File: config.mk
export PLATFORM = sky130hd
export DESIGN_NAME = ps2_keyboard_rx_fifo
export DESIGN_NICKNAME = d
export VERILOG_FILES = /design/src/rtl/ps2_pkg.sv /design/src/rtl/sync_fifo.sv /design/src/rtl/ps2_keyboard_rx_fifo.sv
export SDC_FILE = /design/constraint.sdc
export NUM_CORES = 1
export LEC_CHECK = 0
export CAP_MARGIN = 40
export CORE_MARGIN = 4
export CORE_UTILIZATION = 50
export CTS_CLUSTER_DIAMETER = 200
export DETAILED_ROUTE_END_ITERATION = 16
export PLACE_DENSITY = 0.67
export SYNTH_ARGS = -nofsm -noshare
export SYNTH_HDL_FRONTEND = slang
export SYNTH_SLANG_ARGS = --single-unit
File: constraint.sdc
create_clock -name clk -period 7.2 [get_ports clk]
set_clock_uncertainty 0.15 [all_clocks]
set_input_delay 0.72 -clock clk [delete_from_list [all_inputs] [get_ports clk]]
set_output_delay 0.72 -clock clk [all_outputs]
set_load 0.05 [all_outputs]
File: src/rtl/ps2_pkg.sv
// Shared types and constants for the PS/2 keyboard receiver.
package ps2_pkg;

    typedef struct packed {
        logic       ext;
        logic       rel;
        logic [7:0] code;
    } ps2_event_t;

    localparam logic [7:0] PS2_PREFIX_EXT = 8'hE0;
    localparam logic [7:0] PS2_PREFIX_REL = 8'hF0;

    typedef enum logic [1:0] {
        IDLE   = 2'd0,
        DATA   = 2'd1,
        PARITY = 2'd2,
        STOP   = 2'd3
    } ps2_rx_state_e;

    // PS/2 uses odd parity over data plus parity bit.
    function automatic logic ps2_parity_ok(input logic [7:0] data, input logic par);
        return ^{data, par};
    endfunction

endpackage

File: src/rtl/sync_fifo.sv
// Show-ahead synchronous FIFO; head entry is always visible on o_data.
module sync_fifo
    import ps2_pkg::*;
#(
    parameter int unsigned DEPTH = 8,
    parameter type         T     = ps2_event_t
) (
    input  logic                     clk,
    input  logic                     rst_n,
    input  logic                     i_push,
    input  logic                     i_pop,
    input  T                         i_data,
    output T                         o_data,
    output logic [$clog2(DEPTH):0]   o_count,
    output logic                     o_full,
    output logic                     o_empty
);

    localparam int unsigned PW = $clog2(DEPTH);
    localparam int unsigned CW = PW + 1;

    T                r_mem [DEPTH];
    logic [PW-1:0]   r_wr_ptr;
    logic [PW-1:0]   r_rd_ptr;
    logic [CW-1:0]   r_count;
    logic            w_push_ok;
    logic            w_pop_ok;

    assign o_full    = (r_count == CW'(DEPTH));
    assign o_empty   = (r_count == '0);
    // A full FIFO still accepts a push when the same cycle frees a slot.
    assign w_push_ok = i_push & (~o_full | i_pop);
    assign w_pop_ok  = i_pop & ~o_empty;
    assign o_data    = r_mem[r_rd_ptr];
    assign o_count   = r_count;

    always_ff @(posedge clk or negedge rst_n) begin
        if (!rst_n) begin
            for (int i = 0; i < int'(DEPTH); i++) begin
                r_mem[i] <= '0;
            end
            r_wr_ptr <= '0;
            r_rd_ptr <= '0;
            r_count  <= '0;
        end else begin
            if (w_push_ok) begin
                r_mem[r_wr_ptr] <= i_data;
                r_wr_ptr        <= r_wr_ptr + PW'(1);
            end
            if (w_pop_ok) begin
                r_rd_ptr <= r_rd_ptr + PW'(1);
            end
            case ({w_push_ok, w_pop_ok})
                2'b10:   r_count <= r_count + CW'(1);
                2'b01:   r_count <= r_count - CW'(1);
                default: r_count <= r_count;
            endcase
        end
    end

endmodule

File: src/rtl/ps2_keyboard_rx_fifo.sv
// PS/2 keyboard receiver: pin sync, frame deserialiser with timeout,
// E0/F0 prefix folding and a show-ahead event FIFO.
module ps2_keyboard_rx_fifo
    import ps2_pkg::*;
#(
    parameter int unsigned FIFO_DEPTH     = 8,
    parameter int unsigned SYNC_STAGES    = 2,
    parameter int unsigned TIMEOUT_CYCLES = 12500
) (
    input  logic                          clk,
    input  logic                          rst,
    input  logic                          PS2_CLK,
    input  logic                          PS2_DAT,
    input  logic                          rdEn,
    output logic                          keyValid,
    output logic [7:0]                    keyCode,
    output logic                          keyExtended,
    output logic                          keyRelease,
    output logic [$clog2(FIFO_DEPTH):0]   fifoCount,
    output logic                          overflow,
    output logic                          parityErr,
    output logic                          frameErr
);

    localparam int unsigned TO_W = $clog2(TIMEOUT_CYCLES);

    logic [SYNC_STAGES-1:0] r_clk_sync;
    logic [SYNC_STAGES-1:0] r_dat_sync;
    logic                   r_clk_prev;
    ps2_rx_state_e          r_state,   w_state_nxt;
    logic [2:0]             r_bit_cnt, w_bit_nxt;
    logic [7:0]             r_shift,   w_shift_nxt;
    logic                   r_par,     w_par_nxt;
    logic [TO_W-1:0]        r_to_cnt,  w_to_nxt;
    logic                   r_ext,     w_ext_nxt;
    logic                   r_rel,     w_rel_nxt;
    logic                   r_perr,    w_perr;
    logic                   r_ferr,    w_ferr;
    logic                   r_overflow;
    logic                   w_clk;
    logic                   w_dat;
    logic                   w_fall;
    logic                   w_accept;
    logic                   w_push;
    logic                   w_pop;
    logic                   w_full;
    logic                   w_empty;
    ps2_event_t             w_event;
    ps2_event_t             w_head;

    assign w_clk  = r_clk_sync[SYNC_STAGES-1];
    assign w_dat  = r_dat_sync[SYNC_STAGES-1];
    assign w_fall = r_clk_prev & ~w_clk;

    // Synchronisers idle high, matching an undriven PS/2 bus.
    always_ff @(posedge clk or negedge rst) begin
        if (!rst) begin
            r_clk_sync <= '1;
            r_dat_sync <= '1;
            r_clk_prev <= 1'b1;
        end else begin
            r_clk_sync <= {r_clk_sync[SYNC_STAGES-2:0], PS2_CLK};
            r_dat_sync <= {r_dat_sync[SYNC_STAGES-2:0], PS2_DAT};
            r_clk_prev <= w_clk;
        end
    end

    always_ff @(posedge clk or negedge rst) begin
        if (!rst) begin
            r_state    <= IDLE;
            r_bit_cnt  <= '0;
            r_shift    <= '0;
            r_par      <= 1'b0;
            r_to_cnt   <= '0;
            r_ext      <= 1'b0;
            r_rel      <= 1'b0;
            r_perr     <= 1'b0;
            r_ferr     <= 1'b0;
            r_overflow <= 1'b0;
        end else begin
            r_state    <= w_state_nxt;
            r_bit_cnt  <= w_bit_nxt;
            r_shift    <= w_shift_nxt;
            r_par      <= w_par_nxt;
            r_to_cnt   <= w_to_nxt;
            r_ext      <= w_ext_nxt;
            r_rel      <= w_rel_nxt;
            r_perr     <= w_perr;
            r_ferr     <= w_ferr;
            r_overflow <= r_overflow | (w_push & w_full & ~w_pop);
        end
    end

    // Deframer, timeout and prefix folding.
    always_comb begin
        w_state_nxt = r_state;
        w_bit_nxt   = r_bit_cnt;
        w_shift_nxt = r_shift;
        w_par_nxt   = r_par;
        w_to_nxt    = '0;
        w_ext_nxt   = r_ext;
        w_rel_nxt   = r_rel;
        w_perr      = 1'b0;
        w_ferr      = 1'b0;
        w_accept    = 1'b0;
        w_push      = 1'b0;

        if (r_state != IDLE && !w_fall) begin
            w_to_nxt = r_to_cnt + TO_W'(1);
        end

        case (r_state)
            IDLE: begin
                if (w_fall && !w_dat) begin
                    w_state_nxt = DATA;
                    w_bit_nxt   = '0;
                end
            end
            DATA: begin
                if (w_fall) begin
                    w_shift_nxt = {w_dat, r_shift[7:1]};
                    w_bit_nxt   = r_bit_cnt + 3'd1;
                    if (r_bit_cnt == 3'd7) begin
                        w_state_nxt = PARITY;
                    end
                end
            end
            PARITY: begin
                if (w_fall) begin
                    w_par_nxt   = w_dat;
                    w_state_nxt = STOP;
                end
            end
            STOP: begin
                if (w_fall) begin
                    w_state_nxt = IDLE;
                    if (!w_dat) begin
                        w_ferr = 1'b1;
                    end else if (!ps2_parity_ok(r_shift, r_par)) begin
                        w_perr = 1'b1;
                    end else begin
                        w_accept = 1'b1;
                    end
                end
            end
            default: w_state_nxt = IDLE;
        endcase

        if (r_state != IDLE && !w_fall && r_to_cnt == TO_W'(TIMEOUT_CYCLES - 1)) begin
            w_state_nxt = IDLE;
            w_to_nxt    = '0;
            w_ferr      = 1'b1;
        end

        if (w_perr || w_ferr) begin
            w_ext_nxt = 1'b0;
            w_rel_nxt = 1'b0;
        end

        if (w_accept) begin
            if (r_shift == PS2_PREFIX_EXT) begin
                w_ext_nxt = 1'b1;
            end else if (r_shift == PS2_PREFIX_REL) begin
                w_rel_nxt = 1'b1;
            end else begin
                w_push    = 1'b1;
                w_ext_nxt = 1'b0;
                w_rel_nxt = 1'b0;
            end
        end
    end

    always_comb begin
        w_event      = '0;
        w_event.ext  = r_ext;
        w_event.rel  = r_rel;
        w_event.code = r_shift;
    end

    assign w_pop = rdEn & ~w_empty;

    sync_fifo #(
        .DEPTH (FIFO_DEPTH),
        .T     (ps2_event_t)
    ) u_fifo (
        .clk     (clk),
        .rst_n   (rst),
        .i_push  (w_push),
        .i_pop   (w_pop),
        .i_data  (w_event),
        .o_data  (w_head),
        .o_count (fifoCount),
        .o_full  (w_full),
        .o_empty (w_empty)
    );

    assign keyValid    = ~w_empty;
    assign keyCode     = w_head.code;
    assign keyExtended = w_head.ext;
    assign keyRelease  = w_head.rel;
    assign overflow    = r_overflow;
    assign parityErr   = r_perr;
    assign frameErr    = r_ferr;

endmodule

==> results of run 1 <==
[cell usage after synthesis, types with 2 or more instances]
master     number
o21ai_0         7
a211oi_1        2
xor2_1         12
mux2i_1         3
buf_2           2
ha_1           12
o211ai_1        2
clkbuf_1       15
o2bb2ai_1       2
nand2b_1        7
buf_1           3
o32ai_1         2
nor2b_1         5
dfrtp_1       123
nor3b_1         2
mux2_4         39
nor3_1          3
buf_6           4
dfstp_2         5
nand2_1        15
inv_1           7
a21oi_1         5
and2_1          4
and4b_1         4
mux4_2         20
nand3b_1        3
or4_1           2
a22oi_1         3
xnor2_1        12
mux2_2         61
and4_1          2
nand3_1        11
nor2_1         22
nand4_4         3
and3_1          4
[final cells by class]
cell class	count	area [um2]	share of cell area (%)
Inverter	7	26.3	0.359
Clock buffer	21	470	6.42
Tap cell	168	210	2.87
Sequential cell	128	3210	43.8
Clock inverter	11	113	1.54
Multi-Input combinational cell	284	2970	40.6
Timing Repair Buffer	29	325	4.44
[sequential cells by signal, indices dropped and copies added (netlist names)]
signal           count
parityErr            1
r_clk_sync           2
u_fifo.o_count       4
r_shift              8
r_clk_prev           1
u_fifo.r_wr_ptr      3
r_rel                1
r_dat_sync           2
r_ext                1
r_bit_cnt            3
overflow             1
frameErr             1
r_state              2
r_par                1
u_fifo.r_rd_ptr      3
r_to_cnt            14
u_fifo.r_mem        80
[metal layers]
metal	part of all wire, %	global-route usage [%]
met5	0	0
met1	47	24.3
met4	1.2	6.59
met3	2.7	4.21
met2	49	29.2
[report_power, final]
part	leakage (nW)	internal (mW)	total [mW]	switching [mW]
logic	1.42	0.328	0.729	0.401
registers	1.74	0.790	0.935	0.145
clock network	0.284	0.533	0.835	0.302
total	3.44	1.65	2.50	0.848
[cells by family after synthesis]
logic type	synth area share, %
fa+ha+maj	2.37
buf+inv	2.47
simple gates	8.71
flops	50.7
compound gates	3.04
mux	27.7
xor+xnor	5.08
[through the flow]
stage | area [um2] | cells | worst slack [ns]
2_1_floorplan | 6330 | 444 | 3.98
3_3_place_gp | 6650 | 611 | 3.38
3_5_place_dp | 6730 | 615 | 3.66
4_1_cts | 7310 | 647 | 3.57
5_1_grt | 7330 | 648 | 3.41
6_report | 7330 | 648 | 3.65
[worst register-to-register path: cells and delay by family (launching register included)]
kind	cells	cell delay [ns]
DFF	1	0.59
AOI/OAI and AO/OA	1	0.14
adders and majority gates	2	0.48
and+or+nand+nor	2	0.27
xor gates and xnor gates	6	1.79
[path summary, 6_finish.rpt]
kind / cells after the start / end
setup / recovery: 4 / keyCode[4]
hold / removal: 0 / r_dat_sync[1]
setup reg to reg: 11 / u_fifo.o_count[2]
hold reg to reg: 0 / r_dat_sync[1]
max in group asynchronous: 3 / r_clk_sync[1]
min in group asynchronous: 1 / u_fifo.r_mem[32]
==> metrics.cfg, run 1 <==
[grt]
grt_max_degree=62
grt_pass1_vias=3836
antenna_found_initial=0
grt.total_usage_pct=18.2
grt_overflow=0
grt_pass1_wl_mm=20.3

[logic_synthesis]
netlist_area_um2=6330
syn_nets=461
async_flop_share_pct=100
yosysSeqAreaShare_pct=50.7
synth.largest_area_cell=dfrtp_1
post_synth.cell_area_avg_um2=14.3
yosysTopAreaCellShare_pct=48.6
syn_inst=444
synth-seq-cells=128
yosysWarnings=0
synth_area_leaders=dfrtp_1 (49%), mux2_2 (11%), mux2_4 (9.2%)
synth_edf_count=0
ys_types=51
synthFlopType=dfrtp_1

[route]
num_vias=3592
vias_per_cell=5.54
drt-pass1-iter-count=4
antenna_left=0
drtIter0Drc=229
wl_mm=12.0
drc=0
wl_per_cell_um=18.6

[final_layout]
antenna_cells=0
final_nets=484
drive_gt1_share_pct=35.8
fin_util_pct=60.0
areaGrowthSynthToFinish_pct=15.7
layout_commonest_cell=dfrtp_1
layout_common_cells=dfrtp_1 (123), mux2_2 (61), mux2_4 (39)
fill_cells=959

[critical_path]
r2r-start=r_shift[2]
cp-startpoint=u_fifo.r_rd_ptr[0]
critical_path.max_fanout=22
crit_path_end_kind=output port
cp.arrival_ns=2.68
startpoint_type=register
path_class=reg -> out
cp_data_required_time_ns=6.33
ff2ff_setup_slack_ns=3.67
max_stage_delay_ns=0.70
cpMaxStageDelayCell=clkdlybuf4s50_1
cp_cell_sequence=buf_4 -> mux4_2 -> mux2_2 -> clkdlybuf4s50_1
cp_top_family=buffers and inverters
path_buf_inv=2

[power]
pwr_density_cell_nw_per_um2=341
power_mw=2.50
ir_worst_vdd_uv=272
leakagePower_nw=3.44

[clocking]
clock_latency_ns=0.41
cts_made_buffers=17
cts_resized=0
cts_num_sinks=128
cts-root-buf=clkbuf_16
clk_pin_slew_ns=0.05
cts_setup_buffers=0
cts_tree=yes
cts_hold_buffers=0
htreeDepth=4
cts_buffer_depth=2

[placement]
numPortBuffers=22
globalplace.congestion=0.773
dp_hpwl_mm=7.40

[timing]
maxSlewHeadroom_pct=43.5
worst_pin_slew_ns=0.847
max_freq_ghz=0.282
rsz0062_at_grt=false
drv_slew=0
hold_violations=0
finalSetupTns_ns=0
setup_viol_count_final=0
period_minus_slack_ns=3.55
fin_crit_sh_pct=49.3
hold_slack_ns=0.207

[die]
rows=40
start_util_pct=51.9
die_h_um=121
die_area_um2=14500
die_w_um=121
core_um2=12200
io_pins=23

[run_status]
status=finished, final reports clean

[min_path]
min_path_type=reg -> reg
min_from=r_dat_sync[0]

[flow_run]
max_cap_violations=0

Note: power is estimated with default switching activity, not from simulation.
==> run 2, diff against run 1 <==
PLACE_DENSITY = 0.7   (was 0.67)
clock period = 3 ns   (was 7.2 ns; I/O delays follow)
==> run 2 against run 1 <==
Compared with the run above:
- global-route usage down 0.15 points
- core utilization up 0.27 points
- routed wire length up 0.34%
- final cell count up 1.9%
- design area up 0.44%
- hold slack worse by 0.065 ns
- power up 140%
- combinational power rose to 2.7 times the previous value
- sequential share of layout area down 0.19 points
- via count up 0.47%
- clock power up 140%
- register-to-register slack worse by 3.5 ns
- critical path type is now reg -> reg
- largest power group unchanged
- highest routed layer unchanged
==> metrics.cfg, run 2 (synthesized netlist as in run 1, its figures left out) <==
[run_status]
status=finished, final reports clean

[die]
io_pins=23  ; unchanged
rows=40  ; unchanged
core_um2=12200  ; unchanged
die_h_um=121  ; unchanged
start_util_pct=51.9  ; unchanged
die_area_um2=14500  ; unchanged
die_w_um=121  ; unchanged

[min_path]
min_path_type=in -> reg

[route]
drtIter0Drc=232  ; +1.3%
antenna_left=0  ; unchanged
wl_per_cell_um=18.3  ; -1.5%
drt-pass1-iter-count=4  ; unchanged
vias_per_cell=5.47  ; -1.4%
wl_mm=12.1  ; +0.34%
num_vias=3609  ; +0.47%
drc=0  ; unchanged

[critical_path]
cp_top_family=simple AND/OR/NAND/NOR gates
cp_data_required_time_ns=3.14  ; -3.19 ns
cp.arrival_ns=2.97  ; +0.29 ns
path_buf_inv=1  ; -1
max_stage_delay_ns=0.79  ; +0.09 ns
cp_cell_sequence=nor2b_1 -> nand3_1 -> a211oi_2 -> buf_4 -> and4b_1 -> mux2_4
cpMaxStageDelayCell=and4b_1
critical_path.max_fanout=11  ; -50%
startpoint_type=register
path_class=reg -> reg
crit_path_end_kind=register

[final_layout]
final_area_um2=7360  ; +0.44%
layout_commonest_cell=dfrtp_1
largest_reg_flops=80  ; unchanged
regMostFlops=u_fifo.r_mem
final_nets=496  ; +2.5%
drive_gt1_share_pct=40.0  ; +4.2 points
biggestRegsByFlops=u_fifo.r_mem: 80 flops, r_to_cnt: 14 flops, r_shift: 8 flops
layout_common_cells=dfrtp_1 (123), mux2_2 (61), mux2_4 (39)
antenna_cells=0  ; unchanged
areaGrowthSynthToFinish_pct=16.2

[grt]
grt_max_degree=60  ; -3.2%
grt_overflow=0  ; unchanged
antenna_found_initial=0  ; unchanged
grt_pass1_wl_mm=20.4  ; +0.44%
grt.total_usage_pct=18.0  ; -0.15 points
grt_pass1_vias=3842  ; +0.16%

[clocking]
cts_resized=0  ; unchanged
clock_latency_ns=0.41  ; about the same
cts_tree=yes
cts-root-buf=clkbuf_16
htreeDepth=4  ; unchanged
clk_pin_slew_ns=0.06  ; about the same
cts_setup_buffers=0  ; unchanged
cts_made_buffers=17  ; unchanged
cts_num_sinks=128  ; unchanged
cts_buffer_depth=2  ; unchanged

[timing]
rsz0062_at_grt=false
hold_violations=0  ; unchanged
hold_slack_ns=0.141  ; -0.0651 ns
finalSetupTns_ns=0  ; unchanged
max_freq_ghz=0.354
timing.final.ws_setup_ns=0.174  ; -3.48 ns
worst_pin_slew_ns=0.865  ; +0.0181 ns
drv_slew=0  ; unchanged
fin_crit_sh_pct=94.2
setup_viol_count_final=0  ; unchanged
maxSlewHeadroom_pct=42.3  ; -1.2 points
period_minus_slack_ns=2.83

[placement]
pre_cts_ws_ns=0.0922  ; -3.57 ns
globalplace.congestion=0.770  ; -0.38%
placed_cell_area_um2=6780  ; +0.73%
numPortBuffers=22  ; unchanged
dp_hpwl_mm=7.72  ; +4.3%

[power]
power_mw=6.07  ; +140%
leakagePower_nw=3.50  ; +1.7%
ir_worst_vdd_uv=626  ; +130%
pwr_density_cell_nw_per_um2=825  ; +140%

[flow_run]
max_cap_violations=0  ; unchanged

-- run 2: cell type report --
| class | instances | area (um2) |
|---|---|---|
| Multi-Input combinational cell | 284 | 2990 |
| Tap cell | 168 | 210 |
| Fill cell | 959 | 4850 |
| Sequential cell | 128 | 3210 |
| Timing Repair Buffer | 41 | 350 |
| Clock buffer | 17 | 425 |
| Clock inverter | 15 | 146 |
| Inverter | 7 | 26.3 |
-- run 2: repair_timing --
item                                    4_1_cts  5_1_grt
hold endpoints to repair                     43        0
endpoints found under the setup margin        0        1
hold buffers                                  1        0
-- run 2: per-stage QoR --
step,util (%),std cells
after floorplan,-,444
after global placement,55.5,627
after detailed placement,55.5,627
after CTS,60.3,660
after global routing,60.3,660
final,60.3,660
-- run 2: worst paths after layout --
kind / start / endpoint / cells after the start / slack [ns]
setup / recovery: r_clk_prev / u_fifo.r_mem[37] / 6 / 0.17
hold / removal: PS2_CLK / r_clk_sync[0] / 1 / 0.14
setup reg to reg: r_clk_prev / u_fifo.r_mem[37] / 6 / 0.17
hold reg to reg: r_dat_sync[0] / r_dat_sync[1] / 0 / 0.21
max in group asynchronous: rst / u_fifo.r_mem[41] / 3 / 1.64
min in group asynchronous: rst / u_fifo.r_mem[60] / 2 / 0.30
-- run 2: report_power, final --
group / internal [mW] / switching, mW
registers: 1.90 / 0.236
logic: 0.858 / 1.11
clock network: 1.21 / 0.761
-- run 2: worst register-to-register path: cells and delay by family (launching register included) --
family,cells,cell delay [ns]
flip-flops,1,0.52
AND/OR/NAND/NOR,3,1.12
multiplexers,1,0.36
buffers and inverters,1,0.25
AO/OA/AOI/OAI,1,0.29
-- run 2: metal layers --
layer	global-route usage, %	routed length [um]	vias to the layer above
met5	0	0	-
met4	5.31	148	0
met3	4.30	310	11
met2	28.7	5860	38
met1	24.8	5770	1874
li1	-	-	1686
==> run 3, diff against run 2 <==
PLACE_DENSITY = unset   (was 0.7)
PLACE_DENSITY_LB_ADDON = 0.08   (was unset)
SKIP_LAST_GASP = 1   (was unset)
==> run 3 against run 2 <==
Compared with the run above:
- routed wire length up 0.13%
- core utilization rose by 0.80 points
- sequential power barely moved
- register-to-register slack worse by 0.03 ns
- global-route usage grew 0.46 points
- worst setup slack worse by 0.034 ns
- critical endpoint is now u_fifo.r_mem[54]
- largest power group is now combinational cells
==> metrics.cfg, run 3 (synthesized netlist as in run 1, its figures left out) <==
[route]
antenna_left=0  ; unchanged
wl_mm=12.1  ; +0.13%
drtIter0Drc=174  ; -25%
drc=0  ; unchanged
num_vias=3594  ; -0.42%
wl_per_cell_um=18.2  ; -0.47%
drt-pass1-iter-count=4  ; unchanged
vias_per_cell=5.41  ; -1.0%

[timing]
drv_slew=0  ; unchanged
maxSlewHeadroom_pct=44.8  ; +2.6 points
max_freq_ghz=0.350  ; -1.2%
period_minus_slack_ns=2.86  ; +0.0335 ns
rsz0062_at_grt=true
fin_crit_sh_pct=95.3  ; +1.1 points
timing.final.ws_setup_ns=0.140  ; -0.0335 ns
hold_violations=0  ; unchanged
setup_viol_count_final=0  ; unchanged
worst_pin_slew_ns=0.827  ; -0.0387 ns
finalSetupTns_ns=0  ; unchanged

[grt]
grt_max_degree=49  ; -18%
grt_pass1_wl_mm=20.5  ; +0.78%
grt.met3_usage_pct=4.68  ; +0.37 points
grt_pass1_vias=3877  ; +0.91%
top_usage_layer=met2
gr-usage-met2_pct=29.3  ; +0.66 points
grt.total_usage_pct=18.5  ; +0.46 points
grt_overflow=0  ; unchanged
antenna_found_initial=0  ; unchanged
grtUsageMet1_pct=24.6  ; -0.12 points

[placement]
pre_cts_ws_ns=0.0751  ; -0.0171 ns
numPortBuffers=22  ; unchanged
dp_hpwl_mm=7.77  ; +0.78%
globalplace.congestion=0.754  ; -2.0%

[power]
ir_worst_vdd_uv=590  ; -5.8%
leakagePower_nw=3.55  ; +1.5%
swShare_pct=33.0  ; -1.6 points
p_switching_mw=2.13  ; +1.5%
p_int_mw=4.33  ; +9.0%
power_frac_comb_pct=33.9  ; +1.5 points
pwr_density_cell_nw_per_um2=867  ; +5.0%
clockPowerShare_pct=32.8  ; +0.3 points
seqPwrFrac_pct=33.3  ; -1.8 points

[final_layout]
antenna_cells=0  ; unchanged
layout_common_cells=dfrtp_1 (123), mux2_2 (61), mux2_4 (39)
largest_reg_flops=80  ; unchanged
biggestRegsByFlops=u_fifo.r_mem: 80 flops, r_to_cnt: 14 flops, r_shift: 8 flops
regMostFlops=u_fifo.r_mem
layout_commonest_cell=dfrtp_1
drive_gt1_share_pct=40.9  ; +0.89 points
areaGrowthSynthToFinish_pct=17.7
final_nets=500  ; +0.81%
fill_cells=963  ; +0.42%

[run_status]
status=finished, final reports clean

[die]
die_area_um2=14500  ; unchanged
io_pins=23  ; unchanged
die_h_um=121  ; unchanged
core_um2=12200  ; unchanged
rows=40  ; unchanged
die_w_um=121  ; unchanged
start_util_pct=51.9  ; unchanged

[clocking]
cts_num_sinks=128  ; unchanged
cts_tree=yes
htreeDepth=4  ; unchanged
cts_made_buffers=17  ; unchanged
clk_pin_slew_ns=0.05  ; about the same
cts_buffer_depth=2  ; unchanged
clock_latency_ns=0.41  ; about the same
cts-root-buf=clkbuf_16

[min_path]
min_path_type=in -> reg

[critical_path]
crit_path_end_kind=register
startpoint_type=register
path_class=reg -> reg
cp.arrival_ns=3.00  ; +0.03 ns
cp_data_required_time_ns=3.14  ; about the same
critical_path.max_fanout=10  ; -1

[flow_run]
max_cap_violations=0  ; unchanged

-- run 3: cell types whose count changed in the layout (fill, tap and decap cells not counted), moves of 2 or more --
| cell | change |
|---|---|
| clkinvlp_4 | -2 |
| clkinv_4 | -3 |
| buf_4 | +3 |
| clkbuf_8 | +4 |
-- run 3: worst paths after layout --
| check | slack, ns | end | from | cells past startpoint |
|---|---|---|---|---|
| max reg2reg | 0.14 | u_fifo.r_mem[54] | r_shift[2] | 6 |
| min | 0.15 | r_clk_sync[0] | PS2_CLK | 1 |
| min reg2reg | 0.20 | r_dat_sync[1] | r_dat_sync[0] | 0 |
| max in group asynchronous | 1.51 | u_fifo.r_mem[7] | rst | 3 |
| min in group asynchronous | 0.31 | u_fifo.r_mem[70] | rst | 2 |
| max | 0.14 | u_fifo.r_mem[54] | r_shift[2] | 6 |
-- run 3: routing by layer --
metal | routed length, um | vias up
met1 | 5640 | 1836
met3 | 359 | 17
met4 | 226 | 0
met5 | 0 | -
met2 | 5870 | 49
li1 | - | 1692
-- run 3: per-stage QoR --
step	std cells	hold slack, ns	area [um2]	power [mW]	util (%)
2_1_floorplan	444	-0.146	6350	3.64	-
3_3_place_gp	627	0.196	6790	4.17	55.6
3_5_place_dp	627	0.197	6790	4.22	55.6
4_1_cts	660	0.126	7420	6.35	60.7
5_1_grt	664	0.125	7460	6.87	61.1
6_report	664	0.145	7460	6.46	61.1
-- run 3: power groups by stage --
| stage | registers, mW | clock network [mW] | logic, mW |
|---|---|---|---|
| 4_1_cts | 2.15 | 2.16 | 2.05 |
| 5_1_grt | 2.19 | 2.26 | 2.42 |
| 6_report | 2.15 | 2.12 | 2.19 |
| 3_3_place_gp | 2.17 | 0 | 2.00 |
| 3_5_place_dp | 2.18 | 0 | 2.04 |
| 2_1_floorplan | 2.18 | 0 | 1.46 |
-- run 3: area by class of cell --
type	instances	area, um2	area share (%)
repair buffers	45	393	5.27
well taps	168	210	2.82
clock buffers	21	480	6.44
clock inverters	11	135	1.81
inverters	7	26.3	0.352
flip-flops and latches	128	3210	43.0
multi-input cells	284	3000	40.3
-- run 3: critical path, stage by stage (launching register included) --
cell and delay (ns):
dfrtp_1 0.41, xor2_2 0.18, xnor3_2 0.48, xor3_2 0.30, buf_4 0.13, and4b_1 0.74, mux2_4 0.35
-- run 3: timing repair --
item,4_1_cts,5_1_grt
endpoints found under the hold margin,46,0
hold buffers,1,0
endpoints found under the setup margin,0,11
gates resized for setup,0,2
buffers inserted,0,4
